`config.mk`:
```
export PLATFORM = sky130hd
export DESIGN_NAME = wb_regfile
export DESIGN_NICKNAME = d
export VERILOG_FILES = /design/src/rtl/wb_regfile.sv
export SDC_FILE = /design/constraint.sdc
export NUM_CORES = 2
export LEC_CHECK = 0
export BUFFER_PORTS_ARGS = -buffer_cell sky130_fd_sc_hd__buf_2
export CAP_MARGIN = 20
export CORE_UTILIZATION = 55
export DETAILED_ROUTE_END_ITERATION = 10
export HOLD_SLACK_MARGIN = 0.03
export PLACE_DENSITY = 0.82
export SLEW_MARGIN = 15
export SYNTH_ARGS = -nofsm -noshare
export SYNTH_HDL_FRONTEND = slang
export SYNTH_SLANG_ARGS = --single-unit
```
`constraint.sdc`:
```
create_clock -name clk -period 3.5 [get_ports clk]
set_clock_uncertainty 0.05 [all_clocks]
set_input_delay 0.35 -clock clk [delete_from_list [all_inputs] [get_ports clk]]
set_output_delay 0.35 -clock clk [all_outputs]
set_load 0.02 [all_outputs]
```
`src/rtl/wb_regfile.sv`:
```
// ============================================================================
// Module      : wb_regfile
// Description : Write-back stage with the 31x32 MIPS register file, commit
//               counter and forwarding outputs. Macro WB_REGFILE_BYPASS_EN
//               enables same-cycle write-before-read on both read ports.
// Revision    : 1.0 - initial release
// ============================================================================
`default_nettype none

module wb_regfile (
    input  logic        clk,
    input  logic        rst_n,
    input  logic [31:0] WB_aluResult,
    input  logic [31:0] WB_dmOut,
    input  logic [31:0] WB_pc4,
    input  logic [1:0]  WB_RegSrc,
    input  logic [4:0]  WB_rt,
    input  logic [4:0]  WB_rd,
    input  logic [1:0]  WB_RegDst,
    input  logic        WB_RegWrite,
    input  logic [4:0]  ID_rsAddr,
    input  logic [4:0]  ID_rtAddr,
    output logic [31:0] ID_rsData,
    output logic [31:0] ID_rtData,
    output logic [4:0]  WB_wAddr,
    output logic [31:0] WB_wData,
    output logic        WB_wEn,
    output logic [31:0] WB_commitCnt
);

    localparam logic [1:0] SRC_ALU  = 2'b00;
    localparam logic [1:0] SRC_DM   = 2'b01;
    localparam logic [1:0] SRC_PC4  = 2'b10;
    localparam logic [1:0] DST_RT   = 2'b00;
    localparam logic [1:0] DST_RD   = 2'b01;
    localparam logic [1:0] DST_LINK = 2'b10;
    localparam logic [1:0] RESERVED = 2'b11;

    // $0 is hardwired, so only $1..$31 have storage
    logic [31:0] regs [1:31];
    logic [31:0] commit_cnt;

    always_comb begin
        WB_wData = 32'h0;
        case (WB_RegSrc)
            SRC_ALU: WB_wData = WB_aluResult;
            SRC_DM:  WB_wData = WB_dmOut;
            SRC_PC4: WB_wData = WB_pc4;
            default: WB_wData = 32'h0;
        endcase
    end

    always_comb begin
        WB_wAddr = 5'd0;
        case (WB_RegDst)
            DST_RT:   WB_wAddr = WB_rt;
            DST_RD:   WB_wAddr = WB_rd;
            DST_LINK: WB_wAddr = 5'd31;
            default:  WB_wAddr = 5'd0;
        endcase
    end

    assign WB_wEn = WB_RegWrite && (WB_wAddr != 5'd0)
                 && (WB_RegSrc != RESERVED) && (WB_RegDst != RESERVED);

    always_ff @(posedge clk or negedge rst_n) begin
        if (!rst_n) begin
            for (int i = 1; i < 32; i++) begin
                regs[i] <= 32'h0;
            end
        end else if (WB_wEn) begin
            regs[WB_wAddr] <= WB_wData;
        end
    end

    always_ff @(posedge clk or negedge rst_n) begin
        if (!rst_n) begin
            commit_cnt <= 32'h0;
        end else if (WB_wEn) begin
            commit_cnt <= commit_cnt + 32'd1;
        end
    end

    assign WB_commitCnt = commit_cnt;

    function automatic logic [31:0] read_port(input logic [4:0] addr);
        logic [31:0] value;
        value = 32'h0;
        if (addr != 5'd0) begin
`ifdef WB_REGFILE_BYPASS_EN
            if (WB_wEn && (addr == WB_wAddr)) begin
                value = WB_wData;
            end else begin
                value = regs[addr];
            end
`else
            value = regs[addr];
`endif
        end
        return value;
    endfunction

    always_comb begin
        ID_rsData = read_port(ID_rsAddr);
        ID_rtData = read_port(ID_rtAddr);
    end

endmodule

`default_nettype wire

```
* After elaboration in Yosys (flattened, before gate mapping) *
Cells that the tools add are included.

storage, ports and cells
  flip-flop bits (word level) = 1,024
  input port bits = 123
  output and inout port bits = 134
  word-level logic and storage cells = 68

cells by class
  add/sub/neg operators = 1
  magnitude comparators = 4
  eq/ne operators = 6
  muxes and demuxes = 13
  bitwise logic cells = 3
  reduce and logical (&&, ||, !) cells = 9

operators by type and width
  operator               number
  $bwmux 992             1
  $bmux 32 s5            2
  $mux 32                7
  $demux 32 s5           1
  $pmux 32 s3            1
  $add 32x1->32 const B  1
  $ge 6x6->1 const B     3
  $not 5->6              3
  $pmux 5 s3             1
  $reduce_bool 5->1      3
  $lt 6x1->1 const B     1
  $eq 2x1->1 const B     2
  $eq 2x2->1 const B     2
  $logic_and 1x1->1      4
  $logic_not 2->1        2
  $ne 2x2->1 const B     2

* Logic depth before layout (Yosys ltp) *
  depth after elaboration = 8
  depth in mapped cells = 9
  gate-level depth less buffers = 6

* Worst setup path before layout *
Ideal clock, no wire load.

  path kind = input-to-output
  start = input ID_rtAddr[0]
  end = output ID_rtData[11]
  arrival = 2,255 ps
  required time = 3,100 ps
  path slack = 845 ps
  stages on the path = 9
  buffers on the path = 5
  cells stage by stage = buf_2 > buf_4 > buf_4 > buf_2 > clkbuf_1 > a22oi_1 > o221ai_1 > nand2_1 > o21ai_0

on the way
  cells in the longest elaborated chain, start to end = 5
  elaborated cells between the ends (all ways) = 6
  those cells by class = 4 x mux; 1 x bitwise; 1 x reduce/logical

RTL lines
  item                                         RTL line  text
  start, declared                              22        input logic [4:0] ID_rtAddr,
  $not 5->6 (implied by the code)              97        value = regs[addr];
  $bmux 32 s5                                  97
  $mux 32 (implied by the code) (2 in series)  97
  $mux 32 (*)                                  89        if (addr != 5'd0) begin
  end, declared                                24        output logic [31:0] ID_rtData,

Every way passes the cells marked *; elsewhere a longest branch is shown, timed or not. The select of a mux whose other input is x is not followed.

* Worst setup path in the final report *
  start = input ID_rsAddr[1]
  end = output ID_rsData[1]

on the way
  cells in the longest elaborated chain, start to end = 5
  elaborated cells between the ends (all ways) = 6
  those cells by class = 4 x mux; 1 x bitwise; 1 x reduce/logical

RTL lines
  item                                         RTL line  text
  start, declared                              21        input logic [4:0] ID_rsAddr,
  $not 5->6 (implied by the code)              97
  $bmux 32 s5                                  97
  $mux 32 (implied by the code) (2 in series)  97
  $mux 32 (*)                                  89
  end, declared                                23        output logic [31:0] ID_rsData,

Marked as above.

==> impl_metrics.env <==
export IMPL_worstHoldPathType="input pin to flip-flop"
export IMPL_cp_start_kind="input pin"
export IMPL_grt_pass1_vias=45300
export IMPL_cap_violations=0
export IMPL_wl_per_cell_um=27.92
export IMPL_synth_edf_count=0
export IMPL_place_inst=6274
export IMPL_path_buf_inv=3
export IMPL_yosysUniqueCellTypes=50
export IMPL_synthArstFlopShare_pct=100.0
export IMPL_clockBufferDepth=3
export IMPL_root_buffer="clkbuf_16"
export IMPL_row_count=114
export IMPL_viasPerCell=7.001
export IMPL_status="finished clean"
export IMPL_cp_data_arrival_time_ns=2.93
export IMPL_synth_area_sq_mm=0.05377
export IMPL_initial_core_util_pct=55.60
export IMPL_area_growth_syn_to_layout_pct=13.42
export IMPL_worst_pin_slew_ns=1.219
export IMPL_cts_resized=0
export IMPL_fillers=7080
export IMPL_fin_nets=5237
export IMPL_syn_mean_instance_area_sq_um=10.66
export IMPL_place_congestion=0.9148
export IMPL_cts_made_buffers=105
export IMPL_die_area_sq_mm=0.09902
export IMPL_dieHeight_um=314.7
export IMPL_synth_seq_cells=1024
export IMPL_drc=0
export IMPL_detail_route_antenna_nets=0
export IMPL_finalSetupViolations=0
export IMPL_yosysTopAreaCell="dfrtp_1"
export IMPL_finalPower_mw=33.15
export IMPL_grt_met1_usage_pct=45.86
export IMPL_clock_sinks=1024
export IMPL_grt_first_pass_wirelength_mm=272.8
export IMPL_use_met3_pct=14.04
export IMPL_ys_warn_count=0
export IMPL_synth_top_area_share_pct=47.66
export IMPL_htreeDepth=3
export IMPL_first_pass_iters=7
export IMPL_drt_initial_drc_count=6788
export IMPL_relSlewSlack_pct=18.76
export IMPL_rsz0062_at_grt="no"
export IMPL_worstPathCellList="buf_4 -> nor2b_4 -> buf_4 -> a22oi_1 -> nor2_1 -> o31ai_1 -> o21ai_0 -> buf_2"
export IMPL_irDropWorstVdd_v=0.0003867
export IMPL_clock_latency_ns=0.71
export IMPL_vias=45490
export IMPL_dieWidth_um=314.7
export IMPL_fmaxAchievable_ghz=0.2999
export IMPL_post_route_period_util_pct=95.26
export IMPL_grt_overflow_total=0
export IMPL_setup_tns_ns=0
export IMPL_clk_pin_slew_ns=0.06
export IMPL_criticalPathCategory="input pin to output port"
export IMPL_report_final_slew_viol_count=0
export IMPL_cp_top_family="buffers and inverters"
export IMPL_hpwlAfterDp_mm=106.5
export IMPL_drt_total_wl_mm=181.4
export IMPL_worst_setup_path_end_kind="output port"
export IMPL_busiest_layer="met2"
export IMPL_met2_usage_pct=53.27
export IMPL_gr_usage_all_layers_pct=36.63
export IMPL_cts_tree="yes"
export IMPL_power_density_mw_per_mm2=543.5
export IMPL_path_max_fanout=19
export IMPL_synth_ff_type="dfrtp_1"
export IMPL_cp_common_cell="buf_4"
export IMPL_core_sq_mm=0.09671
export IMPL_numPortBuffers=256
export IMPL_cp_data_required_time_ns=3.10
export IMPL_slowest_delay_ns=0.64
export IMPL_synth_net_count=5170
export IMPL_ioPinCount=257
export IMPL_crit_path_top_delay_cell="o21ai_0"
export IMPL_syn_inst=5046
export IMPL_hold_viol=0
export IMPL_p_leak_nw=27.18
export IMPL_period_minus_slack_ns=3.334
export IMPL_grt_max_degree=126
export IMPL_antenna_found_initial=9
export IMPL_synthTopCellsByArea="dfrtp_1 48%, mux4_2 16%, o21ai_0 7.5%"
export IMPL_fin_cells=6498
export IMPL_drive_gt1_share_pct=24.10
export IMPL_yosysSeqAreaShare_pct=47.66
[Yosys cell counts (6+ instances only)]
master	instances
a21o_1	7
a21oi_1	269
a22o_1	130
a22oi_1	65
and3_1	13
and4_1	8
buf_1	27
buf_2	133
buf_4	14
buf_6	8
clkbuf_1	340
dfrtp_1	1024
inv_1	36
mux2_2	123
mux2i_1	191
mux4_2	384
nand2_1	880
nand3_1	21
nand3b_1	14
nand4_1	10
nor2_1	268
nor2b_1	8
o21ai_0	805
o21ai_1	59
o21ai_2	32
o221ai_1	32
o22ai_1	37
o31ai_1	32
or3_1	7
or3b_1	6
xnor2_1	28
[what timing repair did]
item | CTS | global route
endpoints found under the hold margin | 181 | 0
hold buffers | 6 | 0
setup buffers | 0 | 0
[flip-flops by register name, summed over array words and instances, names as in the netlist]
register / flops
regs: 992
WB_commitCnt: 32
[cell type report]
type                            instances  area [sq um]  share of cell area [%]
Antenna cell                           22         55.05                 0.09027
Clock buffer                          159          3163                   5.186
Clock inverter                         35         548.0                  0.8986
Inverter                               36         135.1                  0.2216
Multi-Input combinational cell       3464         26050                   42.71
Sequential cell                      1024         25620                   42.02
Tap cell                             1276          1597                   2.618
Timing Repair Buffer                  482          3819                   6.261
[path summary, 6_finish.rpt]
path / to / from / depth (start not counted) / slack [ns]
worst min-delay path: regs[865] / WB_dmOut[1] / 4 / 0.07
max in group asynchronous: regs[187] / rst_n / 4 / 2.14
worst max register to register: WB_commitCnt[31] / WB_commitCnt[6] / 5 / 1.34
worst max-delay path: ID_rsData[1] / ID_rsAddr[1] / 8 / 0.17
min in group asynchronous: regs[693] / rst_n / 2 / 0.14
worst min register to register: WB_commitCnt[29] / WB_commitCnt[29] / 1 / 0.44
[per-layer routing]
metal  share of wire (%)  wire [um]
met1                  34      61570
met2                  44      79030
met3                  15      27980
met4                 7.0      12720
met5               0.069        125
[cell families after synthesis]
logic type      share of synthesized area, %
mux                                    22.26
xor+xnor                              0.5050
compound gates                         15.73
flops                                  47.66
fa+ha+maj                            0.02327
buf+inv                                4.414
simple gates                           9.410
[cells in the final DEF (no fill, tap or decap), types with 61 or more instances in the layout]
master	instances
buf_12	61
a21oi_1	241
mux2i_1	191
clkbuf_16	107
a22o_1	130
mux4_2	384
dfrtp_1	1024
a22oi_1	65
buf_4	164
buf_2	246
o21ai_0	805
nor2_1	266
nand2_1	878
mux2_2	123
[worst register-to-register path, cell delays in order (launching register included)]
cell       delay, ns
dfrtp_1         0.44
and3_1          0.28
nand3_1         0.17
a2111oi_2       0.75
nand3_1         0.21
xnor2_1         0.17
[report_power, final]
part | switching, mW | internal [mW] | leakage, nW | total [mW]
registers | 1.41 | 13.5 | 13.8 | 14.9
logic | 3.40 | 2.78 | 11.5 | 6.18
clock network | 4.89 | 7.18 | 1.83 | 12.1
total | 9.70 | 23.4 | 27.2 | 33.1
[stage by stage]
step                util [%]  area, sq um  hold slack, ns  setup WS [ns]
global route           63.06        60980         0.08219         0.1707
global placement       59.07        57120          0.2643         0.3024
detailed placement     59.07        57120          0.2678         0.2698
CTS                    62.97        60890         0.05794         0.2527
floorplan                  -        53770        0.004409         0.8453
finish                 63.06        60990         0.06864         0.1659
Power figures use the tool's default switching activity.
